`src/rtl/sum_accumulator_if.sv`:
```
// Beat/result handshake bundle for sum_accumulator: adder beats in, accumulated frame result out.
interface sum_accumulator_if #(
  parameter int WIDTH     = 4,
  parameter int ACC_WIDTH = 8,
  parameter int BEATS     = 4
);
  localparam int CW = $clog2(BEATS + 1);

  logic [WIDTH-1:0]     i_Sum;
  logic                 i_Cout;
  logic                 i_Valid;
  logic                 o_Ready;
  logic                 i_Clear;
  logic [ACC_WIDTH-1:0] o_Acc;
  logic [CW-1:0]        o_Count;
  logic                 o_Ovf;
  logic                 o_Valid;
  logic                 i_Ready;

  modport slave (
    input  i_Sum, i_Cout, i_Valid, i_Clear, i_Ready,
    output o_Ready, o_Acc, o_Count, o_Ovf, o_Valid
  );

  modport master (
    output i_Sum, i_Cout, i_Valid, i_Clear, i_Ready,
    input  o_Ready, o_Acc, o_Count, o_Ovf, o_Valid
  );
endinterface

```
`src/rtl/sum_accumulator.sv`:
```
// Accumulates BEATS {carry,sum} beats into one result; o_Valid rises the cycle after the last beat and
// holds (o_Ready low) until i_Ready. SUM_ACC_SATURATE_EN clamps on overflow instead of wrapping.
module sum_accumulator #(
  parameter int WIDTH     = 4,
  parameter int ACC_WIDTH = 8,
  parameter int BEATS     = 4
) (
  input  logic           i_Clk,
  input  logic           i_Rst,
  sum_accumulator_if.slave bus
);
  localparam int CW = $clog2(BEATS + 1);
  localparam logic [CW-1:0] BEATS_C = CW'(BEATS);

  typedef enum logic [1:0] {IDLE, ACCUM, DONE} state_t;

  state_t               r_state, w_state_nxt;
  logic [ACC_WIDTH-1:0] r_acc, w_acc_nxt;
  logic [CW-1:0]        r_count, w_count_nxt;
  logic                 r_ovf, w_ovf_nxt;
  logic                 r_valid, w_valid_nxt;
  logic                 r_ready, w_ready_nxt;

  logic [ACC_WIDTH-1:0] w_beat;
  logic [ACC_WIDTH:0]   w_sum;
  logic [CW-1:0]        w_count_inc;
  logic                 w_accept;

  always_comb begin
    w_beat              = '0;
    w_beat[WIDTH:0]     = {bus.i_Cout, bus.i_Sum};
    w_sum               = {1'b0, r_acc} + {1'b0, w_beat};
    w_count_inc         = r_count + CW'(1);
    w_accept            = bus.i_Valid && r_ready;

    w_state_nxt = r_state;
    w_acc_nxt   = r_acc;
    w_count_nxt = r_count;
    w_ovf_nxt   = r_ovf;

    case (r_state)
      IDLE: begin
        if (w_accept) begin
          w_acc_nxt   = w_beat;
          w_count_nxt = CW'(1);
          w_ovf_nxt   = 1'b0;
          w_state_nxt = (BEATS == 1) ? DONE : ACCUM;
        end
      end
      ACCUM: begin
        if (w_accept) begin
          w_count_nxt = w_count_inc;
          w_ovf_nxt   = r_ovf | w_sum[ACC_WIDTH];
`ifdef SUM_ACC_SATURATE_EN
          // once saturated the accumulator stays pinned for the rest of the frame
          w_acc_nxt   = (r_ovf || w_sum[ACC_WIDTH]) ? '1 : w_sum[ACC_WIDTH-1:0];
`else
          w_acc_nxt   = w_sum[ACC_WIDTH-1:0];
`endif
          if (w_count_inc == BEATS_C) w_state_nxt = DONE;
        end
      end
      DONE: begin
        if (bus.i_Ready) begin
          w_state_nxt = IDLE;
          w_acc_nxt   = '0;
          w_count_nxt = '0;
          w_ovf_nxt   = 1'b0;
        end
      end
      default: begin
        w_state_nxt = IDLE;
        w_acc_nxt   = '0;
        w_count_nxt = '0;
        w_ovf_nxt   = 1'b0;
      end
    endcase

    if (bus.i_Clear) begin
      w_state_nxt = IDLE;
      w_acc_nxt   = '0;
      w_count_nxt = '0;
      w_ovf_nxt   = 1'b0;
    end

    // handshake outputs are registered copies of the next state
    w_ready_nxt = (w_state_nxt != DONE);
    w_valid_nxt = (w_state_nxt == DONE);
  end

  always_ff @(posedge i_Clk or posedge i_Rst) begin
    if (i_Rst) begin
      r_state <= IDLE;
      r_acc   <= '0;
      r_count <= '0;
      r_ovf   <= 1'b0;
      r_valid <= 1'b0;
      r_ready <= 1'b1;
    end else begin
      r_state <= w_state_nxt;
      r_acc   <= w_acc_nxt;
      r_count <= w_count_nxt;
      r_ovf   <= w_ovf_nxt;
      r_valid <= w_valid_nxt;
      r_ready <= w_ready_nxt;
    end
  end

  assign bus.o_Acc   = r_acc;
  assign bus.o_Count = r_count;
  assign bus.o_Ovf   = r_ovf;
  assign bus.o_Valid = r_valid;
  assign bus.o_Ready = r_ready;
endmodule

```
`src/flat_wrapper.sv`:
```
// flat-port wrapper written by rule: the top's interface ports become plain ports
module sum_accumulator_flat 
#(
  parameter int WIDTH     = 4,
  parameter int ACC_WIDTH = 8,
  parameter int BEATS     = 4
)
  (i_Clk, i_Rst, bus_i_Sum, bus_i_Cout, bus_i_Valid, bus_i_Clear, bus_i_Ready, bus_o_Ready, bus_o_Acc, bus_o_Count, bus_o_Ovf, bus_o_Valid);
  sum_accumulator_if #(.WIDTH(WIDTH), .ACC_WIDTH(ACC_WIDTH), .BEATS(BEATS)) bus_i ();
  input  logic i_Clk;
  input  logic i_Rst;
  input wire logic [$bits(bus_i.i_Sum)-1:0] bus_i_Sum;
  input wire logic [$bits(bus_i.i_Cout)-1:0] bus_i_Cout;
  input wire logic [$bits(bus_i.i_Valid)-1:0] bus_i_Valid;
  input wire logic [$bits(bus_i.i_Clear)-1:0] bus_i_Clear;
  input wire logic [$bits(bus_i.i_Ready)-1:0] bus_i_Ready;
  output wire logic [$bits(bus_i.o_Ready)-1:0] bus_o_Ready;
  output wire logic [$bits(bus_i.o_Acc)-1:0] bus_o_Acc;
  output wire logic [$bits(bus_i.o_Count)-1:0] bus_o_Count;
  output wire logic [$bits(bus_i.o_Ovf)-1:0] bus_o_Ovf;
  output wire logic [$bits(bus_i.o_Valid)-1:0] bus_o_Valid;
  assign bus_i.i_Sum = bus_i_Sum;
  assign bus_i.i_Cout = bus_i_Cout;
  assign bus_i.i_Valid = bus_i_Valid;
  assign bus_i.i_Clear = bus_i_Clear;
  assign bus_i.i_Ready = bus_i_Ready;
  assign bus_o_Ready = bus_i.o_Ready;
  assign bus_o_Acc = bus_i.o_Acc;
  assign bus_o_Count = bus_i.o_Count;
  assign bus_o_Ovf = bus_i.o_Ovf;
  assign bus_o_Valid = bus_i.o_Valid;
  sum_accumulator #(.WIDTH(WIDTH), .ACC_WIDTH(ACC_WIDTH), .BEATS(BEATS)) u_core (.i_Clk(i_Clk), .i_Rst(i_Rst), .bus(bus_i));
endmodule
```
`config.mk`:
```
export PLATFORM = sky130hd
export DESIGN_NAME = sum_accumulator_flat
export DESIGN_NICKNAME = d
export VERILOG_FILES = /design/src/rtl/sum_accumulator_if.sv /design/src/rtl/sum_accumulator.sv /design/src/flat_wrapper.sv
export SDC_FILE = /design/constraint.sdc
export NUM_CORES = 1
export LEC_CHECK = 0
export BUFFER_PORTS_ARGS = -buffer_cell sky130_fd_sc_hd__buf_4
export CAP_MARGIN = 20
export CORE_MARGIN = 2
export CORE_UTILIZATION = 28
export CTS_CLUSTER_SIZE = 40
export DETAILED_ROUTE_END_ITERATION = 10
export GPL_TIMING_DRIVEN = 0
export PLACE_DENSITY_LB_ADDON = 0.3
export SYNTH_ARGS = -nofsm -noshare
export SYNTH_HDL_FRONTEND = slang
export SYNTH_SLANG_ARGS = --single-unit
```
`constraint.sdc`:
```
create_clock -name i_Clk -period 2.5 [get_ports i_Clk]
set_clock_uncertainty 0.05 [all_clocks]
set_input_delay 0.25 -clock i_Clk [delete_from_list [all_inputs] [get_ports i_Clk]]
set_output_delay 0.25 -clock i_Clk [all_outputs]
set_load 0.01 [all_outputs]
```
# Word level (Yosys, flattened, before mapping)
# Cells that the tools add are included.
[word_totals] ff_bits=16
[classes] muxes=21 n_eq_ne=8 reduce_logical=3 add_sub_neg=2 bitwise=1
[ops] op="8-bit 2-to-1 mux" n=4
[ops] op="8-bit one-hot mux with 3 select lines" n=1
[ops] op="3-bit 2-to-1 mux" n=4
[ops] op="2-bit 2-to-1 mux" n=5
[ops] op="8-bit by 5-bit adder with 9-bit output" n=1
[ops] op="3-bit one-hot mux with 3 select lines" n=1
[ops] op="3-bit by 2-bit inequality test with 1-bit output, second input constant" n=2
[ops] op="2-bit one-hot mux with 3 select lines" n=1
[ops] op="2-bit == test, second input constant" n=2
[ops] op="1-bit 2-to-1 mux" n=4
[ops] op="3-bit by 1-bit adder with 3-bit output, second input constant" n=1
[ops] op="3-bit == test, second input constant" n=1
[ops] op="3-bit inequality test, second input constant" n=1
[ops] op="1-bit one-hot mux with 3 select lines" n=1
[ops] op="3-bit AND reduction" n=1
[ops] op="2-bit by 1-bit == test with 1-bit output, second input constant" n=1
[ops] op="2-bit logical NOT" n=1
[ops] op="2-bit inequality test, second input constant" n=1
[ops] op="1-bit logical AND" n=1
[ops] op="1-bit bitwise OR" n=1

# Depth between registers and ports, before layout
# Gate-level depths: netlist of run 1.
[depth] word_depth=7 ltp_mapped=6

# Least setup slack after synthesis of run 1
# No wires, ideal clock.
[synth_timing] path_kind="register to register" startpoint="register u_core.r_acc[3] (netlist: u_core.bus.o_Acc[3])" endpoint="register u_core.r_acc[7] (netlist: u_core.bus.o_Acc[7])" setup_ns=0.087 stages_incl_launch_ff=6 arrival_ns=1.747 synth_period_minus_slack_ns=1.883 required_ns=2.363 slack_ns=0.617 cell_sequence="dfrtp_1 -> ha_1 -> a21o_1 -> a22o_1 -> or4b_1 -> o211ai_1"
[synth_via] elab_chain_len=4
[synth_rtl] element="from (decl)" line_no="sum_accumulator.sv:18" rtl="logic [ACC_WIDTH-1:0] r_acc, w_acc_nxt;"
[synth_rtl] element="from (signal assigned)" line_no="sum_accumulator.sv:101" rtl="r_acc <= w_acc_nxt;"
[synth_rtl] element="8-bit by 5-bit adder with 9-bit output" line_no="sum_accumulator.sv:32" rtl="w_sum = {1'b0, r_acc} + {1'b0, w_beat};"
[synth_rtl] element="8-bit 2-to-1 mux" line_no="sum_accumulator.sv:51" rtl="if (w_accept) begin"
[synth_rtl] element="8-bit one-hot mux with 3 select lines" line_no="sum_accumulator.sv:41" rtl="case (r_state)"
[synth_rtl] element="8-bit 2-to-1 mux" line_no="sum_accumulator.sv:79" rtl="if (bus.i_Clear) begin"
# Every way passes these cells. The select of a mux whose other input is x is not followed.
# A chain may end at the register's enable or synchronous reset.

# Worst setup path in the final report of run 1
[layout_timing] startpoint="register u_core.r_acc[0] (netlist: u_core.bus.o_Acc[0])" endpoint="register u_core.r_acc[6] (netlist: u_core.bus.o_Acc[6])"
# The elaborated chain is that of the path after synthesis.

==> metrics, run 1 <==
WP data required=2.67 ns; P&R area growth vs syn=26.4%; hold_ws=-0.0197 ns; Synth Warn #=0; Slew @ Worst Pin=0.642 ns; cells after synthesis=107; switching power=0.185 mW; Post-CTS Resized=0; internal cell power=0.430 mW; top_reg_cell synth=dfrtp_1; reg2reg end=u_core.bus.o_Acc[6]; CP arrival=2.20 ns; mapped cell area=1010 um^2; Fin. Hold Viols=15; gp weighted congestion=0.807; CTS tree=done; Final HPWL DP=1.77 mm; Die ar.=4110 um^2; CP startpoint kind=flip-flop; Synth Register Bits=16; first-pass GRT wire length=4.22 mm; EDFF count, synth=0; switching portion of total power=0.301; final setup TNS=0 ns; Gate power share=0.233; GR Overflow Total=0; HP Class=primary input to asynchronous set/reset pin; Post-DRT Antenna Nets=0; Final Power=0.615 mW; Clock Power Share=0.293; Die Span Y=64.1 um; largest net degree at the start of global routing=17; WL per Instance=13.1 um; Hold-fix buffers, CTS=0; syn_area_per_cell=9.45 um^2; FMAX=493 MHz; Yosys cell types=40; Inserted Diodes=0; endpoint kind of the worst setup timing path=flip-flop; PortBufs=23; number of DRC markers in iteration 0=30; Final Instance Area=1280 um^2; slew margin rel.=0.571; type of the worst setup path=flip-flop to flip-flop; overall global routing resource usage=0.128; DRC viols=0; max-slew violation count=0; sequential-to-total area share from yosys stat=0.397; pwr dens=481 nW/um^2; Routed WL=2.36 mm; vias in the first global route=910; Post-CTS Setup Bufs=0; Final Setup Violations=0; Clock transition at path regs=0.10 ns; initial antenna violation count=0; worst reg2reg path startpoint=u_core.bus.o_Acc[0]; Core Region=3390 um^2; Post-synth ARST share=1.00; # IOs=24; fin crit period=2.03 ns; Initial DRT Pass Iterations=4; leak pwr=0.626 nW; Worst R2R Path Depth=6; Reg2Reg Setup Slack=0.47 ns; setup ws final=0.473 ns; CTS Root Cell=clkbuf_4; CTS H-tree lvls=1; violated checks=hold timing; register share of total power=0.474; RSZ-0062 raised after global routing=false; crit path max fanout=3; nets@finish=153; final cycle utilization of the critical path=0.811; clk sinks=16; Starting Density=0.298; clk buf depth=2; total nets after synthesis=125; DR vias=908; total CTS buffers=3; FP Rows=21; maximum VDD drop=256 uV; placed cell area=1240 um^2; die width=64.1 um; fraction of layout cells with a size suffix above 1=0.231; DR vias/cell=5.04; Max-cap violations=0; status=complete, but fails checks; Skew-Pair Late Insertion Delay=0.30 ns; pre-CTS setup slack=0.529 ns
==> area by class of cell <==
class	instances	area [um^2]
sequential	16	402
tap	46	57.6
timing repair buffer	23	173
multi-input combinational	82	567
clock buffer	4	36.3
buffer	4	23.8
fill	344	2110
inverter	5	18.8
==> power by group through the flow <==
stage / sequential [mW] / clock [mW] / combinational, mW
after floorplan: 0.300 / 0 / 0.0835
after global placement: 0.295 / 0 / 0.140
after detailed placement: 0.296 / 0 / 0.143
after CTS: 0.291 / 0.185 / 0.145
after global routing: 0.295 / 0.198 / 0.161
final: 0.291 / 0.180 / 0.143
==> per-layer routing <==
metal  part of all wire  global-route usage  wire length [um]
met5                  0                   0                 0
met4             0.0072              0.0399                17
met3              0.065              0.0387               154
met2               0.46               0.201              1100
met1               0.46               0.171              1090
==> per-stage QoR <==
stage               std cells   util
floorplan                 107      -
global placement          176  0.366
detailed placement        176  0.366
CTS                       180  0.377
global route              180  0.377
finish                    180  0.377
==> layout by cell type (no fill, tap or decap), types with 2 or more instances in the layout <==
cell type   n
a22oi_1     3
nor2b_1     3
dfrtp_1    15
nor3_1      2
ha_1        7
a21o_1      3
o21ai_1     4
o21ai_0     2
and3_1      3
nand2_1     2
buf_4      23
inv_1       5
a31oi_1     2
xor2_1      2
nand4_1     2
clkbuf_1    2
a22o_1      2
a211oi_1    2
nor2_1     11
a21oi_1    11
clkbuf_4    3
or2_1       2
o211ai_1    2
mux2i_1     2
==> how the worst max path moves through the flow <==
stage	startpoint	to	slack, ns
finish	u_core.bus.o_Acc[0]	u_core.bus.o_Acc[6]	0.47
global route	u_core.bus.o_Acc[0]	u_core.bus.o_Acc[6]	0.30
CTS	u_core.bus.o_Acc[0]	u_core.bus.o_Acc[6]	0.46
detailed placement	u_core.bus.o_Acc[0]	u_core.bus.o_Acc[6]	0.53
global placement	u_core.bus.o_Acc[0]	u_core.bus.o_Acc[6]	0.54
floorplan	u_core.bus.o_Acc[3]	u_core.bus.o_Acc[7]	0.62
==> worst max-delay path, cell delays in order, from the launching register on <==
cell and delay, ns:
dfrtp_1 0.41, ha_1 0.24, fa_1 0.44, a211oi_1 0.24, o21bai_1 0.17, a211o_1 0.32, o211ai_1 0.08
==> sequential cells by signal, indices dropped and copies added, names as in the netlist <==
register,count
u_core.bus.o_Valid,1
u_core.r_state,2
u_core.bus.o_Ovf,1
u_core.bus.o_Count,3
u_core.bus.o_Acc,8
u_core.bus.o_Ready,1
==> cells by family after synthesis <==
| family | after synthesis | share of synthesized area |
|---|---|---|
| simple gates | 32 | 0.171 |
| flops | 16 | 0.397 |
| fa+ha+maj | 8 | 0.106 |
| xor+xnor | 3 | 0.0260 |
| compound gates | 37 | 0.238 |
| mux | 2 | 0.0198 |
| buf+inv | 9 | 0.0421 |
==> cells in the mapped netlist, types with 2 or more instances <==
library cell,instances,area [um^2]
a211oi_1,2,15.0
a21o_1,3,22.5
a21oi_1,11,55.1
a22o_1,2,17.5
a22oi_1,3,22.5
a31oi_1,2,12.5
and3_1,3,18.8
clkbuf_1,2,7.51
dfrtp_1,15,375
ha_1,7,87.6
inv_1,5,18.8
mux2i_1,2,20.0
nand2_1,2,7.51
nand4_1,2,12.5
nor2_1,11,41.3
nor2b_1,3,18.8
nor3_1,2,10.0
o211ai_1,2,15.0
o21ai_0,2,10.0
o21ai_1,4,20.0
or2_1,2,12.5
xor2_1,2,17.5
No activity file was read; power rests on OpenSTA's default activity.
==> run 2, diff against run 1 <==
ABC_AREA = 1   (was default)
clock period = 1.7 ns   (was 2.5 ns; I/O delays follow)
==> run 2 against run 1 <==
  * The run now ends clean
  * Critical path depth increased by 4
  * Sequential share of layout area decreased by 3.3 points
  * Fmax increased by 30%
  * Register-to-register slack got worse by 0.34 ns
  * Sequential cell count unchanged
  * Die area increased by 5.7%
  * Combinational power increased by 52%
  * Via count increased by 5.0%
  * Global-route usage decreased by 1.1 points
  * Wire length decreased by 4.5%
  * Non-clock buffer count decreased by 2
  * Largest power group unchanged
==> metrics, run 2 <==
CTS Root Cell=clkbuf_8; Yosys top cell by area=dfrtp_1; status=finished, final reports clean; FMAX=639 MHz; final cycle utilization of the critical path=0.920; CTS tree=done; cells after synthesis=142; pwr dens=681 nW/um^2; register share of total power=0.425; P&R area growth vs syn=33.1%; clk buf depth=2; final setup TNS=0 ns; Clock transition at path regs=0.07 ns; Synth Register Bits=16; vias in the first global route=865; Starting Density=0.293; Fin. Hold Viols=0; Final Setup Violations=0; share of the synthesized area in the top cell type=0.350; sequential-to-total area share from yosys stat=0.375; total nets after synthesis=160; Reg2Reg Setup Slack=0.14 ns; Routed WL=2.25 mm; maximum VDD drop=523 uV; Core Region=3660 um^2; Yosys cell types=22; RSZ-0062 raised after global routing=false; max reg flops=8; Die Span Y=65.9 um; WL per Instance=10.3 um; DR vias=953; die width=65.9 um; Clock Power Share=0.352; largest net degree at the start of global routing=17; Final HPWL DP=1.78 mm; top_reg_cell synth=dfrtp_1; top cells by area, synth=dfrtp_1 35%, nand2_1 18%, ha_1 8.2%, inv_1 8.1%, nand3_1 6.1%; number of DRC markers in iteration 0=34; final core occ=0.390; Initial DRT Pass Iterations=2; max-slew violation count=0; slew margin rel.=0.573; Post-DRT Antenna Nets=0; PortBufs=23; metal2 WL=928 um; CP startpoint kind=flip-flop; fin crit period=1.56 ns; fraction of layout cells with a size suffix above 1=0.257; # IOs=24; Gate power share=0.223; endpoint kind of the worst setup timing path=flip-flop; FP Rows=22; Post-synth top cells=51 x nand2_1, 23 x inv_1, 15 x dfrtp_1, 13 x nand3_1, 7 x ha_1; DRC viols=0; DR vias/cell=4.35; overall global routing resource usage=0.118; Die ar.=4340 um^2; crit path max fanout=3; total CTS buffers=3; HP Class=primary input to flip-flop; mapped cell area=1070 um^2; Slew @ Worst Pin=0.639 ns; met3 WL post-DR=139 um; first-pass GRT wire length=3.96 mm; syn_area_per_cell=7.55 um^2; Max-cap violations=0; wire length on met1=1.17 mm; GR Overflow Total=0; EDFF count, synth=0; gp weighted congestion=0.814; nets@finish=190; internal cell power=0.694 mW; Skew-Pair Late Insertion Delay=0.25 ns; clk sinks=16; leak pwr=0.762 nW; CP arrival=1.66 ns; CTS H-tree lvls=1; switching portion of total power=0.286; most common cell in the netlist=nand2_1; switching power=0.278 mW; commonest non-fill, non-tap cell in the layout=nand2_1; Inserted Diodes=0; most frequent cells in the layout=49 x nand2_1, 24 x buf_4, 23 x inv_1; Final Power=0.972 mW; WP data required=1.79 ns; initial antenna violation count=0; Synth Warn #=0; type of the worst setup path=flip-flop to flip-flop; Top Layer Used=met4; Post-synth ARST share=1.00
run 2: cell types whose count changed in the layout (fill, tap and decap cells not counted), sizes merged, moves of 3 or more:
cell and change:
nand2 +51, inv +20, nand3 +13, a21oi -7, a21o -3, a22oi -3, and3 -3, nand3b +3
nor2b -3, or2 -3
run 2: worst paths after layout:
check                               startpoint                   to  depth (start not counted)
min in group asynchronous                i_Rst  u_core.bus.o_Acc[7]                          3
min reg2reg                u_core.bus.o_Acc[2]  u_core.bus.o_Acc[2]                          2
max                        u_core.bus.o_Acc[0]  u_core.bus.o_Acc[6]                         10
max reg2reg                u_core.bus.o_Acc[0]  u_core.bus.o_Acc[6]                         10
max in group asynchronous                i_Rst  u_core.bus.o_Acc[1]                          3
min                                bus_i_Clear    u_core.r_state[0]                          2
run 2: cells by family (layout without fill, tap and decap cells):
kind of cell,Yosys count,after routing,share of synthesized area
flops,16,16,0.375
compound gates,13,13,0.0724
buf+inv,25,54,0.0945
xor+xnor,1,1,0.00817
simple gates,79,79,0.350
fa+ha+maj,8,8,0.100
run 2: per-stage QoR:
step                      hold slack [ns]  cell area, um^2  std cells  worst slack [ns]
final                              0.0881             1430        219             0.135
after global routing               0.0952             1430        219           0.00458
after CTS                          0.0866             1390        219           0.00937
after detailed placement            0.252             1310        213           -0.0810
after global placement              0.245             1310        213           -0.0820
after floorplan                    0.0330             1070        142            0.0255
run 2: power groups by stage:
stage	combinational, mW	sequential, mW	clock, mW
after floorplan	0.126	0.422	0
after global placement	0.199	0.419	0
after detailed placement	0.201	0.419	0
after CTS	0.207	0.411	0.352
after global routing	0.248	0.415	0.371
final	0.217	0.413	0.342
run 2: worst max-delay path: stages, from the launching register on:
cell	delay (ns)
dfrtp_1	0.41
ha_4	0.18
fa_2	0.34
nand2_2	0.09
nand3_4	0.08
nand3_2	0.07
nand2_2	0.06
nand2_1	0.05
nand2_1	0.04
nand2_1	0.05
nor2_1	0.04
run 2: repair_timing:
action	in CTS	in global routing
hold buffers	1	0
gates cloned	0	0
buffers inserted	1	0
pin swaps	0	1
gates resized for setup	2	7
endpoints found under the hold margin	15	0
setup endpoints to repair	3	4
run 2: area by class of cell:
class | count | area (um^2)
fill | 417 | 2230
tap | 48 | 60.1
clock buffer | 4 | 55.1
multi-input combinational | 101 | 619
inverter | 25 | 101
timing repair buffer | 25 | 190
sequential | 16 | 402
run 2: metal layers:
layer / track usage / up-vias
li1: - / 506
met1: 0.164 / 425
met2: 0.173 / 20
met3: 0.0443 / 2
met4: 0.0234 / 0
met5: 0 / -
